File: src/rtl/craft_encrypt_scheduler_pkg.sv
// +----------------------------------------------------------------------------+
// | craft_encrypt_scheduler_pkg : shared widths, FSM encoding, helper function  |
// | Revision 1.0                                                                |
// +----------------------------------------------------------------------------+
`default_nettype none

package craft_encrypt_scheduler_pkg;

   localparam int CRAFT_BLK_W = 64;
   localparam int CRAFT_KEY_W = 128;
   localparam int CRAFT_TWK_W = 64;

   typedef enum logic [3:0] {
      ST_IDLE  = 4'b0001,
      ST_START = 4'b0010,
      ST_RUN   = 4'b0100,
      ST_RESP  = 4'b1000
   } sched_state_e;

   // Requester index width; a single requester still needs one bit.
   function automatic int idx_width(input int n);
      return (n > 1) ? $clog2(n) : 1;
   endfunction

endpackage

`default_nettype wire

File: src/rtl/craft_encrypt_scheduler_if.sv
// +----------------------------------------------------------------------------+
// | craft_encrypt_scheduler_if : request/response bus between clients and the   |
// | scheduler. Revision 1.0                                                     |
// +----------------------------------------------------------------------------+
`default_nettype none

interface craft_encrypt_scheduler_if #(
   parameter int NUM_REQ = 4
) ();
   import craft_encrypt_scheduler_pkg::*;

   localparam int IDW = idx_width(NUM_REQ);

   logic [NUM_REQ-1:0]             req_valid;
   logic [NUM_REQ-1:0]             req_ready;
   logic [NUM_REQ*CRAFT_BLK_W-1:0] req_plaintext;
   logic [NUM_REQ*CRAFT_TWK_W-1:0] req_tweak;
   logic [NUM_REQ*CRAFT_KEY_W-1:0] req_key;
   logic                           rsp_valid;
   logic                           rsp_ready;
   logic [IDW-1:0]                 rsp_id;
   logic [CRAFT_BLK_W-1:0]         rsp_ciphertext;
   logic                           rsp_error;

   modport master (
      output req_valid, req_plaintext, req_tweak, req_key, rsp_ready,
      input  req_ready, rsp_valid, rsp_id, rsp_ciphertext, rsp_error
   );

   modport slave (
      input  req_valid, req_plaintext, req_tweak, req_key, rsp_ready,
      output req_ready, rsp_valid, rsp_id, rsp_ciphertext, rsp_error
   );

endinterface

`default_nettype wire

File: src/rtl/craft_encrypt_scheduler_rr_arbiter.sv
// +----------------------------------------------------------------------------+
// | craft_encrypt_scheduler_rr_arbiter : combinational round-robin pick of the  |
// | first valid request at or after ptr. Revision 1.0                           |
// +----------------------------------------------------------------------------+
`default_nettype none

module craft_encrypt_scheduler_rr_arbiter #(
   parameter int NUM_REQ = 4,
   parameter int IDW     = 2
) (
   input  logic [NUM_REQ-1:0] req,
   input  logic [IDW-1:0]     ptr,
   output logic [NUM_REQ-1:0] grant,
   output logic [IDW-1:0]     grant_idx,
   output logic               any_valid
);

   function automatic logic [IDW-1:0] wrap_idx(input logic [IDW-1:0] p, input int off);
      int s;
      s = int'(p) + off;
      if (s >= NUM_REQ) begin
         s = s - NUM_REQ;
      end
      return IDW'(s);
   endfunction

   logic w_found;

   always_comb begin
      grant     = '0;
      grant_idx = '0;
      w_found   = 1'b0;
      for (int i = 0; i < NUM_REQ; i++) begin
         if (!w_found && req[wrap_idx(ptr, i)]) begin
            w_found   = 1'b1;
            grant_idx = wrap_idx(ptr, i);
         end
      end
      if (w_found) begin
         grant[grant_idx] = 1'b1;
      end
   end

   assign any_valid = w_found;

endmodule

`default_nettype wire

File: src/rtl/craft_encrypt_scheduler.sv
// +----------------------------------------------------------------------------+
// | craft_encrypt_scheduler : shares one CRAFT core among NUM_REQ requesters    |
// | with round-robin grant, reset-pulse start and tagged response. Rev 1.0      |
// +----------------------------------------------------------------------------+
`default_nettype none

module craft_encrypt_scheduler
   import craft_encrypt_scheduler_pkg::*;
#(
   parameter int NUM_REQ        = 4,
   parameter int RST_PULSE      = 2,
   parameter int TIMEOUT_CYCLES = 2047
) (
   input  logic                   clk,
   input  logic                   rst_n,
   craft_encrypt_scheduler_if.slave bus,
   output logic                   busy,
   output logic                   core_rst_n,
   output logic [CRAFT_BLK_W-1:0] core_plaintext,
   output logic [CRAFT_TWK_W-1:0] core_tweak,
   output logic [CRAFT_KEY_W-1:0] core_key,
   input  logic                   core_done,
   input  logic [CRAFT_BLK_W-1:0] core_ciphertext
);

   localparam int IDW = idx_width(NUM_REQ);
   localparam int PCW = $clog2(RST_PULSE + 1);
   localparam int TCW = $clog2(TIMEOUT_CYCLES + 1);
   localparam logic [PCW-1:0] C_PULSE_LAST = PCW'(RST_PULSE - 1);
   localparam logic [TCW-1:0] C_TMO_LAST   = TCW'(TIMEOUT_CYCLES - 1);
   localparam logic [IDW-1:0] C_IDX_LAST   = IDW'(NUM_REQ - 1);

   logic [NUM_REQ-1:0] w_grant;
   logic [IDW-1:0]     w_grant_idx;
   logic               w_any_valid;

   sched_state_e           state_q, state_d;
   logic [IDW-1:0]         rr_ptr_q, rr_ptr_d;
   logic [PCW-1:0]         pcnt_q, pcnt_d;
   logic [TCW-1:0]         tcnt_q, tcnt_d;
   logic                   start_q, start_d;
   logic                   busy_q, busy_d;
   logic                   rsp_valid_q, rsp_valid_d;
   logic [IDW-1:0]         rsp_id_q, rsp_id_d;
   logic [CRAFT_BLK_W-1:0] rsp_ct_q, rsp_ct_d;
   logic                   rsp_err_q, rsp_err_d;
   logic [CRAFT_BLK_W-1:0] pt_q, pt_d;
   logic [CRAFT_TWK_W-1:0] tw_q, tw_d;
   logic [CRAFT_KEY_W-1:0] key_q, key_d;

   craft_encrypt_scheduler_rr_arbiter #(
      .NUM_REQ (NUM_REQ),
      .IDW     (IDW)
   ) u_arb (
      .req       (bus.req_valid),
      .ptr       (rr_ptr_q),
      .grant     (w_grant),
      .grant_idx (w_grant_idx),
      .any_valid (w_any_valid)
   );

   always_comb begin
      state_d     = state_q;
      rr_ptr_d    = rr_ptr_q;
      pcnt_d      = pcnt_q;
      tcnt_d      = tcnt_q;
      start_d     = start_q;
      rsp_valid_d = rsp_valid_q;
      rsp_id_d    = rsp_id_q;
      rsp_ct_d    = rsp_ct_q;
      rsp_err_d   = rsp_err_q;
      pt_d        = pt_q;
      tw_d        = tw_q;
      key_d       = key_q;
      case (state_q)
         ST_IDLE: begin
            if (w_any_valid) begin
               pt_d     = bus.req_plaintext[CRAFT_BLK_W*int'(w_grant_idx) +: CRAFT_BLK_W];
               tw_d     = bus.req_tweak[CRAFT_TWK_W*int'(w_grant_idx) +: CRAFT_TWK_W];
               key_d    = bus.req_key[CRAFT_KEY_W*int'(w_grant_idx) +: CRAFT_KEY_W];
               rsp_id_d = w_grant_idx;
               rr_ptr_d = (w_grant_idx == C_IDX_LAST) ? '0 : w_grant_idx + 1'b1;
               pcnt_d   = '0;
               state_d  = ST_START;
            end
         end
         ST_START: begin
            if (pcnt_q == C_PULSE_LAST) begin
               start_d = 1'b1;
               tcnt_d  = '0;
               state_d = ST_RUN;
            end else begin
               pcnt_d = pcnt_q + 1'b1;
            end
         end
         ST_RUN: begin
            // First RUN cycle may still see done left over from the previous run.
            if (core_done && (tcnt_q != '0)) begin
               rsp_ct_d    = core_ciphertext;
               rsp_err_d   = 1'b0;
               rsp_valid_d = 1'b1;
               state_d     = ST_RESP;
            end else if (tcnt_q == C_TMO_LAST) begin
               rsp_ct_d    = '0;
               rsp_err_d   = 1'b1;
               rsp_valid_d = 1'b1;
               state_d     = ST_RESP;
            end else begin
               tcnt_d = tcnt_q + 1'b1;
            end
         end
         ST_RESP: begin
            if (bus.rsp_ready) begin
               rsp_valid_d = 1'b0;
               start_d     = 1'b0;
               state_d     = ST_IDLE;
            end
         end
         default: state_d = ST_IDLE;
      endcase
      busy_d = (state_d != ST_IDLE);
   end

   always_ff @(posedge clk or negedge rst_n) begin
      if (!rst_n) begin
         state_q     <= ST_IDLE;
         rr_ptr_q    <= '0;
         pcnt_q      <= '0;
         tcnt_q      <= '0;
         start_q     <= 1'b0;
         busy_q      <= 1'b0;
         rsp_valid_q <= 1'b0;
         rsp_id_q    <= '0;
         rsp_ct_q    <= '0;
         rsp_err_q   <= 1'b0;
         pt_q        <= '0;
         tw_q        <= '0;
         key_q       <= '0;
      end else begin
         state_q     <= state_d;
         rr_ptr_q    <= rr_ptr_d;
         pcnt_q      <= pcnt_d;
         tcnt_q      <= tcnt_d;
         start_q     <= start_d;
         busy_q      <= busy_d;
         rsp_valid_q <= rsp_valid_d;
         rsp_id_q    <= rsp_id_d;
         rsp_ct_q    <= rsp_ct_d;
         rsp_err_q   <= rsp_err_d;
         pt_q        <= pt_d;
         tw_q        <= tw_d;
         key_q       <= key_d;
      end
   end

   // Grant is combinational so the accept pulse lands in the same cycle as capture.
   assign bus.req_ready      = (state_q == ST_IDLE) ? (w_grant & {NUM_REQ{rst_n}}) : '0;
   assign bus.rsp_valid      = rsp_valid_q;
   assign bus.rsp_id         = rsp_id_q;
   assign bus.rsp_ciphertext = rsp_ct_q;
   assign bus.rsp_error      = rsp_err_q;
   assign busy               = busy_q;
   assign core_rst_n         = rst_n & start_q;
   assign core_plaintext     = pt_q;
   assign core_tweak         = tw_q;
   assign core_key           = key_q;

endmodule

`default_nettype wire

File: src/flat_wrapper.sv
// flat-port wrapper written by rule: the top's interface ports become plain ports
module craft_encrypt_scheduler_flat import craft_encrypt_scheduler_pkg::*;
#(
   parameter int NUM_REQ        = 4,
   parameter int RST_PULSE      = 2,
   parameter int TIMEOUT_CYCLES = 2047
)
  (clk, rst_n, busy, core_rst_n, core_plaintext, core_tweak, core_key, core_done, core_ciphertext, bus_req_valid, bus_req_plaintext, bus_req_tweak, bus_req_key, bus_rsp_ready, bus_req_ready, bus_rsp_valid, bus_rsp_id, bus_rsp_ciphertext, bus_rsp_error);
  craft_encrypt_scheduler_if #(.NUM_REQ(NUM_REQ)) bus_i ();
  input  logic clk;
  input  logic rst_n;
  output logic busy;
  output logic core_rst_n;
  output logic [CRAFT_BLK_W-1:0] core_plaintext;
  output logic [CRAFT_TWK_W-1:0] core_tweak;
  output logic [CRAFT_KEY_W-1:0] core_key;
  input  logic core_done;
  input  logic [CRAFT_BLK_W-1:0] core_ciphertext;
  input wire logic [$bits(bus_i.req_valid)-1:0] bus_req_valid;
  input wire logic [$bits(bus_i.req_plaintext)-1:0] bus_req_plaintext;
  input wire logic [$bits(bus_i.req_tweak)-1:0] bus_req_tweak;
  input wire logic [$bits(bus_i.req_key)-1:0] bus_req_key;
  input wire logic [$bits(bus_i.rsp_ready)-1:0] bus_rsp_ready;
  output wire logic [$bits(bus_i.req_ready)-1:0] bus_req_ready;
  output wire logic [$bits(bus_i.rsp_valid)-1:0] bus_rsp_valid;
  output wire logic [$bits(bus_i.rsp_id)-1:0] bus_rsp_id;
  output wire logic [$bits(bus_i.rsp_ciphertext)-1:0] bus_rsp_ciphertext;
  output wire logic [$bits(bus_i.rsp_error)-1:0] bus_rsp_error;
  assign bus_i.req_valid = bus_req_valid;
  assign bus_i.req_plaintext = bus_req_plaintext;
  assign bus_i.req_tweak = bus_req_tweak;
  assign bus_i.req_key = bus_req_key;
  assign bus_i.rsp_ready = bus_rsp_ready;
  assign bus_req_ready = bus_i.req_ready;
  assign bus_rsp_valid = bus_i.rsp_valid;
  assign bus_rsp_id = bus_i.rsp_id;
  assign bus_rsp_ciphertext = bus_i.rsp_ciphertext;
  assign bus_rsp_error = bus_i.rsp_error;
  craft_encrypt_scheduler #(.NUM_REQ(NUM_REQ), .RST_PULSE(RST_PULSE), .TIMEOUT_CYCLES(TIMEOUT_CYCLES)) u_core (.clk(clk), .rst_n(rst_n), .bus(bus_i), .busy(busy), .core_rst_n(core_rst_n), .core_plaintext(core_plaintext), .core_tweak(core_tweak), .core_key(core_key), .core_done(core_done), .core_ciphertext(core_ciphertext));
endmodule
File: config.mk
export PLATFORM = sky130hd
export DESIGN_NAME = craft_encrypt_scheduler_flat
export DESIGN_NICKNAME = d
export VERILOG_FILES = /design/src/rtl/craft_encrypt_scheduler_pkg.sv /design/src/rtl/craft_encrypt_scheduler_if.sv /design/src/rtl/craft_encrypt_scheduler_rr_arbiter.sv /design/src/rtl/craft_encrypt_scheduler.sv /design/src/flat_wrapper.sv
export SDC_FILE = /design/constraint.sdc
export NUM_CORES = 1
export LEC_CHECK = 0
export ABC_AREA = 1
export BUFFER_PORTS_ARGS = -buffer_cell sky130_fd_sc_hd__buf_2
export CAP_MARGIN = 20
export CORE_AREA = 2 2 550 552
export DETAILED_ROUTE_END_ITERATION = 10
export DIE_AREA = 0 0 552 554
export GPL_TIMING_DRIVEN = 0
export PLACE_DENSITY = 0.3
export RECOVER_POWER = 50
export SLEW_MARGIN = 15
export SYNTH_ARGS = -nofsm -noshare
export SYNTH_HDL_FRONTEND = slang
export SYNTH_SLANG_ARGS = --single-unit
File: constraint.sdc
create_clock -name clk -period 3.1 [get_ports clk]
set_input_delay 0.31 -clock clk [delete_from_list [all_inputs] [get_ports clk]]
set_output_delay 0.31 -clock clk [all_outputs]
set_load 0.01 [all_outputs]
After elaboration in Yosys (flattened, before gate mapping)
Cells that the tools add are included.
{ "op_classes": {"addsub": 10, "n_lt_le_gt_ge": 10, "eq_ne": 15, "shift": 3, "n_mux": 47, "bitwise_logic": 2, "reduce_logical": 20} }
{ "ops": {"columns": ["op", "count"], "rows": [
  ["$shiftx 256x9->64", 2],
  ["$shiftx 512x10->128", 1],
  ["$mux 64", 2],
  ["$mux 11", 3],
  ["$mux 4", 7],
  ["$mux 2", 11],
  ["$pmux 11 s2", 1],
  ["$pmux 4 s4", 1],
  ["$lt 2x3->1 const B", 5],
  ["$mux 1", 14],
  ["$add 11x1->11 const B", 1],
  ["$eq 11x11->1 const B", 1],
  ["$reduce_bool 11->1", 1],
  ["$ne 2x2->1 const B", 5],
  ["$reduce_bool 2->1", 5],
  ["$ge 3x3->1 const B", 3],
  ["$reduce_and 3->1", 3],
  ["$bmux 1 s2", 4],
  ["$sub 2x1->2 const B", 4],
  ["$add 2x2->3 const B", 2],
  ["$logic_and 1x1->1", 5],
  ["$add 2x1->2 const B", 2],
  ["$and 4x4->4", 1],
  ["$eq 4x1->1 const B", 1],
  ["18 further kinds", 22]
]} }
{ "totals": {"register_bits": 345, "out_inout_bits": 330} }

Logic depth before layout (Yosys ltp)
Gate-level depths: netlist (run 1).
{ "depth": {"depth_word": 21, "ltp_mapped": 18, "mapped_depth_nobuf": 14} }

By module
Synthesis (run 1) repeated with hierarchy kept, for this count alone.
{ "hier_totals": {"cells_unflattened": 3091, "hier_area_um2": 21065.2} }
{ "modules_own_cells": {"columns": ["mod", "n_inst", "cells_per_inst", "area_each_um2", "seq_area_each_um2"], "rows": [
  ["craft_encrypt_scheduler", 1, 3021, 20678.6, 8634.5],
  ["craft_encrypt_scheduler_rr_arbiter", 1, 70, 386.6, 0.0]
]} }

Worst setup path before layout (run 1)
No wires, ideal clock.
{ "synth_timing": {"kind": "register to output", "startpoint": "register u_core.rr_ptr_q[0]", "endpoint": "output port bus_req_ready[1]", "arrival_ns": 1.973, "required_time_ns": 2.790, "setup_slack_ns": 0.817, "path_stages_with_launch": 17, "path_buffers": 4, "cell_sequence": "dfrtp_1 buf_6 inv_4 nand2_1 nand2_2 nand2_1 nand2_2 nor2_4 nand3_2 nand3_1 buf_6 inv_4 buf_4 buf_2 ha_1 inv_1 nor2_1"} }
{ "synth_via": {"elab_chain_cells": 21, "word_cells_on_any_way": 45} }
{ "synth_lines": {"columns": ["item", "line", "source"], "rows": [
  ["start, declared", "craft_encrypt_scheduler.sv:38", "logic [IDW-1:0] rr_ptr_q, rr_ptr_d;"],
  ["start signal, assigned", "craft_encrypt_scheduler.sv:141", "rr_ptr_q <= rr_ptr_d;"],
  ["parallel branches: the longest is 13 deep, another holds $add 2x1->3", null, null],
  ["$mux 2 *", "craft_encrypt_scheduler_rr_arbiter.sv:34", "if (!w_found && req[wrap_idx(ptr, i)]) begin"],
  ["via u_core.u_arb.grant_idx[0]", "craft_encrypt_scheduler_rr_arbiter.sv:14", "output logic [IDW-1:0] grant_idx,"],
  ["$lt 2x3->1 (implied by the code) / $ge 2x1->1 (equally long branches)", "craft_encrypt_scheduler_rr_arbiter.sv:40", "grant[grant_idx] = 1'b1;"],
  ["$logic_and 1x1->1 (implied by the code)", "craft_encrypt_scheduler_rr_arbiter.sv:40", null],
  ["$mux 1 (implied by the code)", "craft_encrypt_scheduler_rr_arbiter.sv:40", null],
  ["$demux 1 s2 *", "craft_encrypt_scheduler_rr_arbiter.sv:40", null],
  ["$mux 4 *", "craft_encrypt_scheduler_rr_arbiter.sv:39", "if (w_found) begin"],
  ["$and 4x4->4 *", "craft_encrypt_scheduler.sv:157", "assign bus.req_ready = (state_q == ST_IDLE) ? (w_grant & {NUM_REQ{rst_n}}) : '0;"],
  ["$mux 4 *", "craft_encrypt_scheduler.sv:157", null],
  ["end, declared", "flat_wrapper.sv:24", "output wire logic [$bits(bus_i.req_ready)-1:0] bus_req_ready;"]
]} }
Mark *: on every way through the listed nets, which the timed path passes. The select of a mux whose other input is x is not followed.

Worst setup path after layout (run 1)
{ "layout_timing": {"startpoint": "register u_core.rr_ptr_q[0]", "endpoint": "output port bus_req_ready[3]"} }
The elaborated chain is that of the path after synthesis.

==> results.md, run 1 <==
* CTS buffer count at 52
* Clk_skew at approximately 0.05 ns
* Comb pwr share at between 70% and 80%
* Endpoints failing hold at 0
* Most frequent cell after synthesis: nand2_1
* Pin count of the biggest net entering global routing at 80
* Rows at 201
* Crit path arrival time at about 2.9 ns
* Die ar. at slightly above 300000 um2
* Tightest Hold Check Type: in -> reg
* Max-cap violations at 2
* Static leakage at about 0.025 uW
* Largest family of logic cells by synthesized area: simple AND/OR/NAND/NOR gates
* Mapped Cells at roughly 4000
* Routed WL per cell at approximately 24 um
* Die Wd at 552 um
* Layout cell share with drive strength beyond 1 at between 20% and 30%
* Switching Power at 36300 uW
* Hold path startpoint: bus_req_key[471]
* RePlAce Congestion at between 0.9 and 1
* Post-Synth Simple-Gate Area at 50.1%
* Detail Route Antenna Nets at 0
* Yosys warnings at 0
* Global-route wire length before repair at between 300000 and 400000 um
* Syn_nets at between 5000 and 6000
* CP Launch Type: register
* # DRC at 0
* Reg2reg start: u_core.rr_ptr_q[0]$_DFFE_PN0P_
* Worst path required time at 2.79 ns
* Xor and xnor fraction of the mapped netlist area at 0.254%
* Status: complete, but fails checks
* Core ar. at around 300000 um2
* FILL cells at 35105
* Clk sinks at approximately 350
* CTS Buffer Depth at 3
* Setup violators final at 2
* Hold_ws at just over 0.08 ns
* H-tree depth at 2
* Util after Layout at 15.4%
* Min setup slack post-route at -0.0580 ns
* Count of different cell masters after synthesis at 26
* Placed Instance Area at roughly 36000 um2
* Clock network power share at 11.0%
* #FFs+latches synth at 345
* Clock slew at reported path FFs at about 0.060 ns
* Worst R2R Setup Slack at approximately 0.060 ns
* Post-route cell area at about 46000 um2
* Relative slew margins at -59.3%
* Violated checks: capacitance limit, slew limit, setup timing
* Power density over cell area at around 1300 nW/um2
* Compound-Gate Fraction of Synth Area at less than 1%
* I/O pin cnt at 1426
* GRT Overall Usage at about 15%
* DIE HEIGHT at between 500 and 600 um
* Critical path class: reg -> out
* Avg Vias per Cell at roughly 3.4
* Fin crit share at 102%
* Place WS at -1.16 ns
* Critical path peak fanout at 6
* Commonest cells post-synth: 2107 x nand2_1, 514 x nand3_1, 476 x inv_1, 344 x dfrtp_1, 220 x nand4_1
* Top cells by area, synth: dfrtp_1 36%, nand2_1 33%, nand3_1 11%, inv_1 7.4%, nand4_1 5.7%
* Clk root buf: clkbuf_16
* Vias in the first global route at ~37000
* Setup TNS at -0.115 ns
* Post-synth top flop: dfrtp_1
* Post-synthesis cell area at 24200 um2
* Sw frac at 60.6%
* Achievable Freq at 0.317 GHz
* Number of synthesized flops with an enable pin at 0
* Sequential Power Share at a little over an eighth
* Final WL at approximately 240000 um
* CP endpoint kind: output port
* Clock Latency Late Sink at 0.73 ns
* Area Growth Syn to Fin at 91.1%
* Syn avg cell area at approximately 6.0 um2
* Unrepaired setup endpoints after global routing: yes
* Gr ovfl total at 0
* VDD IR max at between 400 and 500 uV
* Min Clock Period, post-route at about 3.2 ns
* Starting Density at roughly 8.1%
* Post-synthesis async set-or-reset flop share at between 90% and 100%
* Critical Path Source: u_core.rr_ptr_q[0]$_DFFE_PN0P_
* Max-slew violations at 131
* Synth top area share at around 36%
* Final HPWL DP at about 210000 um
* Vias at 35581
* 1st-pass router iterations at 6
* TritonCTS clock tree: yes
* Post-synthesis adder-cell area fraction at less than 1%
* Worst-Margin Slew at ~2.4 ns
* Fin nets at 7328
* Initial DRC Count at about 2200
* Number of port buffers at roughly 1400
* Register area share after synthesis at around 36%
* Mux share of post-synthesis cell area at 0%
* Post-synth top area cell: dfrtp_1
* Initial antenna violation count at 83
* P_int at 23500 uW
## cells by family (layout without fill, tap and decap cells)
family / after synthesis / in the layout
and+or+nand+nor: 2890 / 2890
buffers and inverters: 771 / 2998
DFF: 345 / 345
AOI/OAI and AO/OA: 17 / 17
adders and majority gates: 8 / 8
xor gates and xnor gates: 7 / 7
other: 0 / 96
## metrics by stage
step / power, uW / cells
floorplan: 28600 / 4038
global placement: 51400 / 9421
detailed placement: 51200 / 9426
CTS: 61100 / 10220
global route: 65100 / 10309
finish: 59800 / 10319
## registers in the layout (all words and copies together), names as in the netlist
signal and count:
u_core.core_key 128, u_core.busy 1, u_core.start_q 1, u_core.bus.rsp_error 1, u_core.pcnt_q 2, u_core.tcnt_q 11, u_core.core_tweak 64, u_core.rr_ptr_q 2
u_core.bus.rsp_ciphertext 64, u_core.bus.rsp_id 2, u_core.state_q 4, u_core.bus.rsp_valid 1, u_core.core_plaintext 64
## metal layers
| metal | share of wire [%] | GRT usage, % | vias to the layer above |
|---|---|---|---|
| li1 | - | - | 16968 |
| met2 | 51 | 27.8 | 1388 |
| met5 | 0.075 | 0 | - |
| met1 | 41 | 17.9 | 16952 |
| met4 | 3.6 | 5.56 | 28 |
| met3 | 4.6 | 2.57 | 245 |
## power groups by stage
| stage | Sequential [uW] | Clock, uW | Combinational [uW] |
|---|---|---|---|
| CTS | 8010 | 6970 | 46100 |
| floorplan | 8740 | 0 | 19900 |
| finish | 8010 | 6600 | 45200 |
| global route | 8260 | 7080 | 49700 |
| global placement | 8010 | 0 | 43400 |
| detailed placement | 8040 | 0 | 43100 |
## placed cells by master (no fill, tap or decap), drive strengths merged
| cell type | synthesis | routed |
|---|---|---|
| clkinv | 0 | 11 |
| bufinv | 0 | 6 |
| o21bai | 1 | 1 |
| inv | 483 | 483 |
| nor2 | 27 | 27 |
| nor3 | 6 | 6 |
| ha | 8 | 8 |
| nand4 | 220 | 220 |
| dfstp | 1 | 1 |
| nand3 | 515 | 515 |
| dlygate4sd3 | 0 | 678 |
| a21oi | 3 | 3 |
| clkbuf | 93 | 173 |
| dfrtp | 344 | 344 |
| diode | 0 | 96 |
| nor4 | 3 | 3 |
| buf | 195 | 1642 |
| clkinvlp | 0 | 4 |
| xor2 | 7 | 7 |
| clkdlybuf4s15 | 0 | 1 |
| o21ai | 13 | 13 |
| nand3b | 8 | 8 |
| nand2 | 2111 | 2111 |
## worst paths after layout
kind,end,depth (start not counted)
min in group asynchronous,u_core.bus.rsp_ciphertext[59]$_DFFE_PN0P_,5
max in group asynchronous,u_core.core_key[1]$_DFFE_PN0P_,6
min reg2reg,u_core.core_key[21]$_DFFE_PN0P_,2
max,bus_req_ready[3],16
max reg2reg,u_core.core_key[120]$_DFFE_PN0P_,14
min,u_core.core_key[87]$_DFFE_PN0P_,5
## critical path, cell delays in order (launching register included)
cell	delay, ns
dfrtp_1	0.41
buf_6	0.16
nand2_1	0.13
nand3_2	0.12
nand2_4	0.12
inv_2	0.05
nand2_1	0.07
nand2_2	0.08
nand3_4	0.09
buf_12	0.15
inv_16	0.05
buf_16	0.13
buf_16	0.14
ha_4	0.16
inv_2	0.04
nor2_1	0.03
buf_4	0.15
## timing repair
action / in CTS / in global routing
endpoints found under the setup margin: 273 / 71
gates cloned: 2 / 1
resized for setup: 153 / 86
setup buffers: 17 / 7
hold buffers: 681 / 0
endpoints found under the hold margin: 361 / 0
pin swaps: 17 / 8
## final cells by class
class	count	area [um2]	share of cell area, %
inverters	483	1860	4.04
flip-flops and latches	345	8640	18.7
repair inverters	1	6.26	0.0135
clock buffers	75	1480	3.20
clock inverters	20	319	0.691
plain buffers	282	1730	3.73
diodes	96	240	0.520
well taps	3958	4950	10.7
multi-input cells	2922	12600	27.4
repair buffers	2137	14300	31.0
(Power assumes the default switching activity.)
==> run 2, diff against run 1 <==
CTS_BUF_LIST = sky130_fd_sc_hd__clkbuf_8 sky130_fd_sc_hd__clkbuf_16   (was unset)
==> run 2 against run 1 <==
- sequential power is essentially flat
- worst hold slack improved by 0.0019 ns
- combinational power about the same
- wire length is essentially flat
- global-route usage unchanged
- flip-flop and latch count stayed put
- the flow still finishes with violations (capacitance limit, slew limit, setup timing)
- register-to-register slack hardly changed
- non-clock buffer count did not move
==> results.md, run 2 (synthesized netlist as in run 1, its figures left out) <==
* Met3 Use GR at 2.57% (unchanged)
* GR peak layer: met2
* Fin crit share at 102% (+0.16 points)
* Min Clock Period, post-route at 3.16 ns (+0.00501 ns)
* I/O pin cnt at 1426 (unchanged)
* R2R cell count at 14 (unchanged)
* Reg2reg start: u_core.rr_ptr_q[0]$_DFFE_PN0P_
* Commonest non-fill, non-tap cell in the layout: nand2_1
* Routed WL per cell at 23.6 um (about the same)
* Final WL at 243000 um (about the same)
* Max reg flops at 128 (unchanged)
* Max-cap violations at 2 (unchanged)
* CP Launch Type: register
* Worst path required time at 2.79 ns (about the same)
* Rows at 201 (unchanged)
* Clk_skew at 0.0510 ns (+0.0000475 ns)
* Status: complete, but fails checks
* Min-Delay Path Depth at 5 (unchanged)
* Max-slew violations at 132 (+0.76%)
* 1st-pass router iterations at 6 (unchanged)
* Clk root buf: clkbuf_16
* Number of port buffers at 1425 (unchanged)
* Achievable Freq at 0.316 GHz (-0.16%)
* Pin count of the biggest net entering global routing at 80 (unchanged)
* GRT Overall Usage at 15.3% (unchanged)
* FILL cells at 35106 (+0.0028%)
* DIE HEIGHT at 554 um (unchanged)
* Detail Route Antenna Nets at 0 (unchanged)
* Multi-input gate area at 12600 um2 (unchanged)
* Worst R2R Setup Slack at 0.07 ns (about the same)
* Place WS at -1.16 ns (unchanged)
* GR met1 Demand/Resource at 17.9% (unchanged)
* Violated checks: capacitance limit, slew limit, setup timing
* Design Power at 59700 uW (-0.13%)
* Final HPWL DP at 205000 um (unchanged)
* Register area at 8640 um2 (unchanged)
* Met2 GRT Util at 27.8% (unchanged)
* Tightest Hold Check Type: in -> reg
* Setup TNS at -0.126 ns (-0.0104 ns)
* TritonCTS clock tree: yes
* Unrepaired setup endpoints after global routing: yes
* Hold path startpoint: bus_req_key[63]
* Layout cell share with drive strength beyond 1 at 28.8% (unchanged)
* Clock Latency Late Sink at 0.73 ns (about the same)
* H-tree depth at 2 (unchanged)
* CTS buffer count at 52 (unchanged)
* Vias at 35665 (+0.24%)
* Critical path peak fanout at 6 (unchanged)
* Endpoints failing hold at 0 (unchanged)
* Power density over cell area at 1290 nW/um2 (-0.13%)
* # DRC at 0 (unchanged)
* Vias in the first global route at 37191 (+0.0027%)
* Min-Delay Endpoint: u_core.core_key[63]$_DFFE_PN0P_
* Relative slew margins at -61.7% (-2.3 points)
* Hold_ws at 0.0823 ns (+0.00192 ns)
* Starting Density at 8.08% (unchanged)
* Critical path class: reg -> out
* Die Wd at 552 um (unchanged)
* Initial antenna violation count at 83 (unchanged)
* Core ar. at 299000 um2 (unchanged)
* Crit path arrival time at 2.85 ns (about the same)
* Initial DRC Count at 2088 (-5.7%)
* Worst R2R End: u_core.core_key[120]$_DFFE_PN0P_
* Post-route cell area at 46200 um2 (about the same)
* Setup violators final at 2 (unchanged)
* Min setup slack post-route at -0.0630 ns (-0.00501 ns)
* Area Growth Syn to Fin at 91.1% (about the same)
* Most frequent cells in the layout: 2069 x nand2_1, 1541 x buf_2, 678 x dlygate4sd3_1, 505 x nand3_1, 488 x inv_1
* Worst-Margin Slew at 2.42 ns (+0.0346 ns)
* VDD IR max at 428 uV (+0.18%)
* Global-route wire length before repair at 322000 um (unchanged)
* CP endpoint kind: output port
* CTS Buffer Depth at 3 (unchanged)
* Clock slew at reported path FFs at 0.06 ns (about the same)
* Placed Instance Area at 36400 um2 (unchanged)
* Gr ovfl total at 0 (unchanged)
* Static leakage at 0.0252 uW (+0.23%)
* Fin nets at 7328 (unchanged)
* Die ar. at 306000 um2 (unchanged)
* RePlAce Congestion at 0.917 (unchanged)
* Clk sinks at 345 (unchanged)
* Avg Vias per Cell at 3.46 (+0.25%)
==> run 2: cell types whose count changed in the layout (fill, tap and decap cells not counted) <==
cell	change
clkbuf_1	-14
inv_1	+14
diode_2	-1
==> run 2: worst max path at each step <==
stage | startpoint | end | slack (ns)
after floorplan | u_core.rr_ptr_q[0]$_DFFE_PN0P_ | bus_req_ready[1] | 0.82
after global placement | rst_n | u_core.core_tweak[62]$_DFFE_PN0P_ | -7.07
after detailed placement | u_core.rr_ptr_q[0]$_DFFE_PN0P_ | u_core.core_key[25]$_DFFE_PN0P_ | -1.16
after CTS | u_core.rr_ptr_q[0]$_DFFE_PN0P_ | bus_req_ready[3] | -0.25
after global routing | u_core.rr_ptr_q[0]$_DFFE_PN0P_ | bus_req_ready[3] | -0.29
final | u_core.rr_ptr_q[0]$_DFFE_PN0P_ | bus_req_ready[1] | -0.06
==> run 2: final cells by class <==
cell class,instances,area share [%]
timing repair buffer,2137,31.0
multi-input combinational,2922,27.4
sequential,345,18.7
tap,3958,10.7
inverter,483,4.04
buffer,282,3.74
clock buffer,61,3.09
clock inverter,34,0.804
antenna,95,0.515
timing repair inverter,1,0.0135
==> run 2: metrics by stage <==
stage                     util (%)  std cells
after floorplan                  -       4038
after global placement        12.1       9421
after detailed placement      12.2       9426
after CTS                     15.3      10220
after global routing          15.4      10309
final                         15.4      10318
==> run 2: per-layer routing <==
metal / vias up / routed length (um)
li1: 16963 / -
met3: 247 / 11700
met2: 1427 / 123000
met1: 17000 / 99100
met4: 28 / 8920
met5: - / 182
==> run 2: what timing repair did <==
item | CTS | global route
resized for setup | 153 | 86
pin swaps | 17 | 8
buffers inserted | 17 | 7
hold endpoints to repair | 361 | 0
hold buffers | 681 | 0
setup endpoints to repair | 273 | 71
cloned | 2 | 1
==> run 2: critical path, stage by stage (launching register included) <==
cell	delay, ns
dfrtp_1	0.38
buf_6	0.17
inv_8	0.05
nand2_4	0.05
nand2_4	0.07
nand2_4	0.08
nand2_4	0.07
nor2_4	0.16
nand3_4	0.11
nand3_4	0.08
buf_12	0.15
inv_16	0.05
buf_16	0.13
buf_16	0.14
ha_4	0.16
inv_2	0.04
nor2_1	0.03
buf_4	0.15
==> run 2: report_power, final <==
part           switching (uW)  total (uW)  internal [uW]  leakage, uW
logic                   32200       45200          13000       0.0199
clock network            2790        6560           3770     0.000922
registers                1250        8010           6760      0.00437
total                   36200       59700          23500       0.0252
==> run 3, diff against run 2 <==
ABC_AREA = unset   (was 1)
CORE_AREA = 2 2 555 557   (was 2 2 550 552)
DIE_AREA = 0 0 557 559   (was 0 0 552 554)
==> run 3 against run 2 <==
- the run ends with capacitance limit, slew limit left
- first-iteration DRC count decreased by 13%
- core utilization decreased by 1.0 points
- flip-flop and latch count is the same
- critical endpoint is now u_core.core_tweak[59]$_DFFE_PN0P_
- highest routed layer unchanged
==> results.md, run 3 <==
* Highest metal used: met5
* Critical path class: reg -> reg
* 1st-pass router iterations at 5 (-1)
* Avg Vias per Cell at 3.26 (-5.7%)
* Commonest non-fill, non-tap cell in the layout: buf_2
* Pin count of the biggest net entering global routing at 88 (+10%)
* Core ar. at 305000 um2 (+1.9%)
* Place WS at -0.671 ns (+0.486 ns)
* Clk sinks at 345 (unchanged)
* H-tree depth at 2 (unchanged)
* Relative slew margins at -61.6% (+0.070 points)
* GRT Overall Usage at 15.2% (-0.056 points)
* Syn avg cell area at 11.3 um2 (+89%)
* Synth top area share at 44.3% (+8.7 points)
* Initial DRC Count at 1809 (-13%)
* TritonCTS clock tree: yes
* Critical path peak fanout at 10 (+4)
* R2R cell count at 10 (-4)
* CTS Buffer Depth at 3 (unchanged)
* Fin crit share at 95.6% (-6.5 points)
* Hold path startpoint: bus_req_key[455]
* Yosys warnings at 0 (unchanged)
* Vias at 27536 (-23%)
* Post-synth top flop: dfrtp_1
* Worst-Margin Slew at 2.42 ns (-0.00104 ns)
* Final HPWL DP at 213000 um (+4.1%)
* Die ar. at 311000 um2 (+1.8%)
* CP Launch Type: register
* CTS buffer count at 54 (+3.8%)
* Number of port buffers at 1425 (unchanged)
* Detail Route Antenna Nets at 0 (unchanged)
* Syn_nets at 2819 (-45%)
* DR WL met3 at 27800 um (+140%)
* Routed wl met2 at 112000 um (-9.5%)
* Status: complete, but fails checks
* RePlAce Congestion at 0.909 (-0.87%)
* Post-synthesis cell area at 19400 um2 (-20%)
* VDD IR max at 428 uV (about the same)
* DIE HEIGHT at 559 um (+0.90%)
* Post-synthesis async set-or-reset flop share at 100% (unchanged)
* Max-slew violations at 138 (+4.5%)
* Count of different cell masters after synthesis at 46 (+77%)
* Reg2reg start: u_core.rr_ptr_q[1]$_DFFE_PN0P_
* Rows at 203 (+1.0%)
* Gr ovfl total at 0 (unchanged)
* Achievable Freq at 0.338 GHz (+6.8%)
* CP endpoint kind: register
* Power density over cell area at 804 nW/um2 (-38%)
* Worst R2R Setup Slack at 0.14 ns (+0.07 ns)
* Clock Latency Late Sink at 0.71 ns (-0.02 ns)
* Min Clock Period, post-route at 2.96 ns (-0.201 ns)
* Register area share after synthesis at 44.4% (+8.7 points)
* Top cells by area, synth: dfrtp_1 44%, mux2i_1 26%, o221ai_1 12%, nand2_1 5.3%, a22o_1 2.9%
* Die Wd at 557 um (+0.91%)
* Area Growth Syn to Fin at 126%
* Most frequent cell after synthesis: mux2i_1
* Max-cap violations at 2 (unchanged)
* Mapped Cells at 1715 (-58%)
* I/O pin cnt at 1426 (unchanged)
* Clock slew at reported path FFs at 0.06 ns (about the same)
* Violated checks: capacitance limit, slew limit
* Post-Route M1 WL at 97800 um (-1.3%)
* Number of synthesized flops with an enable pin at 0 (unchanged)
* Initial antenna violation count at 245 (+200%)
* Worst path required time at 3.70 ns (+0.91 ns)
* Unrepaired setup endpoints after global routing: no
* Starting Density at 6.37% (-1.7 points)
* Clk_skew at 0.0443 ns (-0.00663 ns)
* Crit path arrival time at 3.56 ns (+0.71 ns)
* Critical Path Source: u_core.rr_ptr_q[1]$_DFFE_PN0P_
* Max reg flops at 128 (unchanged)
* Endpoints failing hold at 0 (unchanged)
* Vias in the first global route at 28756 (-23%)
* Min-Delay Path Depth at 3 (-2)
* Final WL at 247000 um (+1.5%)
* Static leakage at 0.0199 uW (-21%)
* #FFs+latches synth at 345 (unchanged)
* Commonest cells post-synth: 513 x mux2i_1, 344 x dfrtp_1, 274 x nand2_1, 256 x o221ai_1, 64 x a22o_1
* Most frequent cells in the layout: 1280 x buf_2, 1006 x dlygate4sd3_1, 505 x mux2i_1, 343 x dfrtp_1, 274 x nand2_1
* Min-Delay Endpoint: u_core.core_key[71]$_DFFE_PN0P_
* Routed WL per cell at 29.2 um (+24%)
* Global-route wire length before repair at 308000 um (-4.1%)
* Post-synth top area cell: dfrtp_1
* Tightest Hold Check Type: in -> reg
* Worst R2R End: u_core.core_tweak[59]$_DFFE_PN0P_
* Design Power at 35400 uW (-41%)
* Fin nets at 5321 (-27%)
* Setup violators final at 0 (-2)
* Min setup slack post-route at 0.138 ns (+0.201 ns)
* Layout cell share with drive strength beyond 1 at 35.6% (+6.8 points)
* Clk root buf: clkbuf_16
* # DRC at 0 (unchanged)
-- run 3: changes by cell type after synthesis, sizes merged, moves of 76 or more --
cell / before / now
inv: 483 / 9
mux2i: 0 / 513
nand2: 2111 / 275
o221ai: 0 / 256
nand4: 220 / 2
nand3: 515 / 4
buf: 195 / 119
-- run 3: metrics by stage --
stage               instance area [um2]  setup TNS (ns)  hold slack [ns]  utilization, %  cells
CTS                               43900               0         0.000366            14.4   8360
detailed placement                31900          -74.47            0.319            10.5   7249
global placement                  31700        -2591.47            0.467            10.4   7240
finish                            44000               0           0.0509            14.4   8444
floorplan                         19400               0           0.0144               -   1715
global route                      43900               0           0.0215            14.4   8406
-- run 3: metal layers --
layer | vias up | track usage [%]
li1 | 11719 | -
met5 | - | 0
met4 | 164 | 4.51
met1 | 13563 | 17.8
met2 | 1616 | 24.7
met3 | 474 | 6.96
-- run 3: worst max-delay path: stages, from the launching register on --
cell and delay, ns:
dfrtp_2 0.48, nand2_1 0.12, a221o_1 0.13, and2_1 0.16
buf_12 0.14, buf_12 0.15, buf_8 0.25, buf_6 0.26
mux2i_2 0.32, o221ai_1 0.17, dlygate4sd3_1 0.58
-- run 3: power by group --
part           internal [uW]  total [uW]  leakage, uW  switching [uW]
Clock                   3710        6610     0.000934            2900
Combinational           8150       20600       0.0146           12500
Sequential              6650        8120      0.00435            1480
Total                  18500       35400       0.0199           16800
-- run 3: worst max path at each step --
stage,end,cells past startpoint
after CTS,u_core.core_plaintext[28]$_DFFE_PN0P_,8
final,u_core.core_tweak[59]$_DFFE_PN0P_,10
after detailed placement,u_core.core_tweak[3]$_DFFE_PN0P_,8
after global routing,u_core.core_plaintext[56]$_DFFE_PN0P_,10
after global placement,u_core.core_key[5]$_DFFE_PN0P_,1
after floorplan,bus_req_ready[1],9
-- run 3: kinds of logic (layout without fill, tap and decap cells) --
kind of cell	after synthesis	count (layout)	share of synthesized area, %
compound gates	342	342	15.2
xor+xnor	8	8	0.360
fa+ha+maj	8	8	0.515
buf+inv	168	2715	5.94
flops	345	345	44.4
mux	513	513	26.4
other cells	0	82	0
simple gates	331	331	7.14
-- run 3: repair_timing --
item                                    4_1_cts  5_1_grt
pin swaps                                     0        1
endpoints found under the hold margin       380        0
resized for setup                            23       28
endpoints found under the setup margin      214       95
buffers inserted                              4        2
hold buffers                               1007        0
-- run 3: layout make-up --
cell class | instances | area (um2)
Antenna cell | 82 | 205
Timing Repair Buffer | 2447 | 17300
Buffer | 158 | 1190
Inverter | 9 | 33.8
Tap cell | 4100 | 5130
Sequential cell | 345 | 8640
Clock buffer | 65 | 1500
Fill cell | 34908 | 261000
Multi-Input combinational cell | 1202 | 9690
Clock inverter | 36 | 320
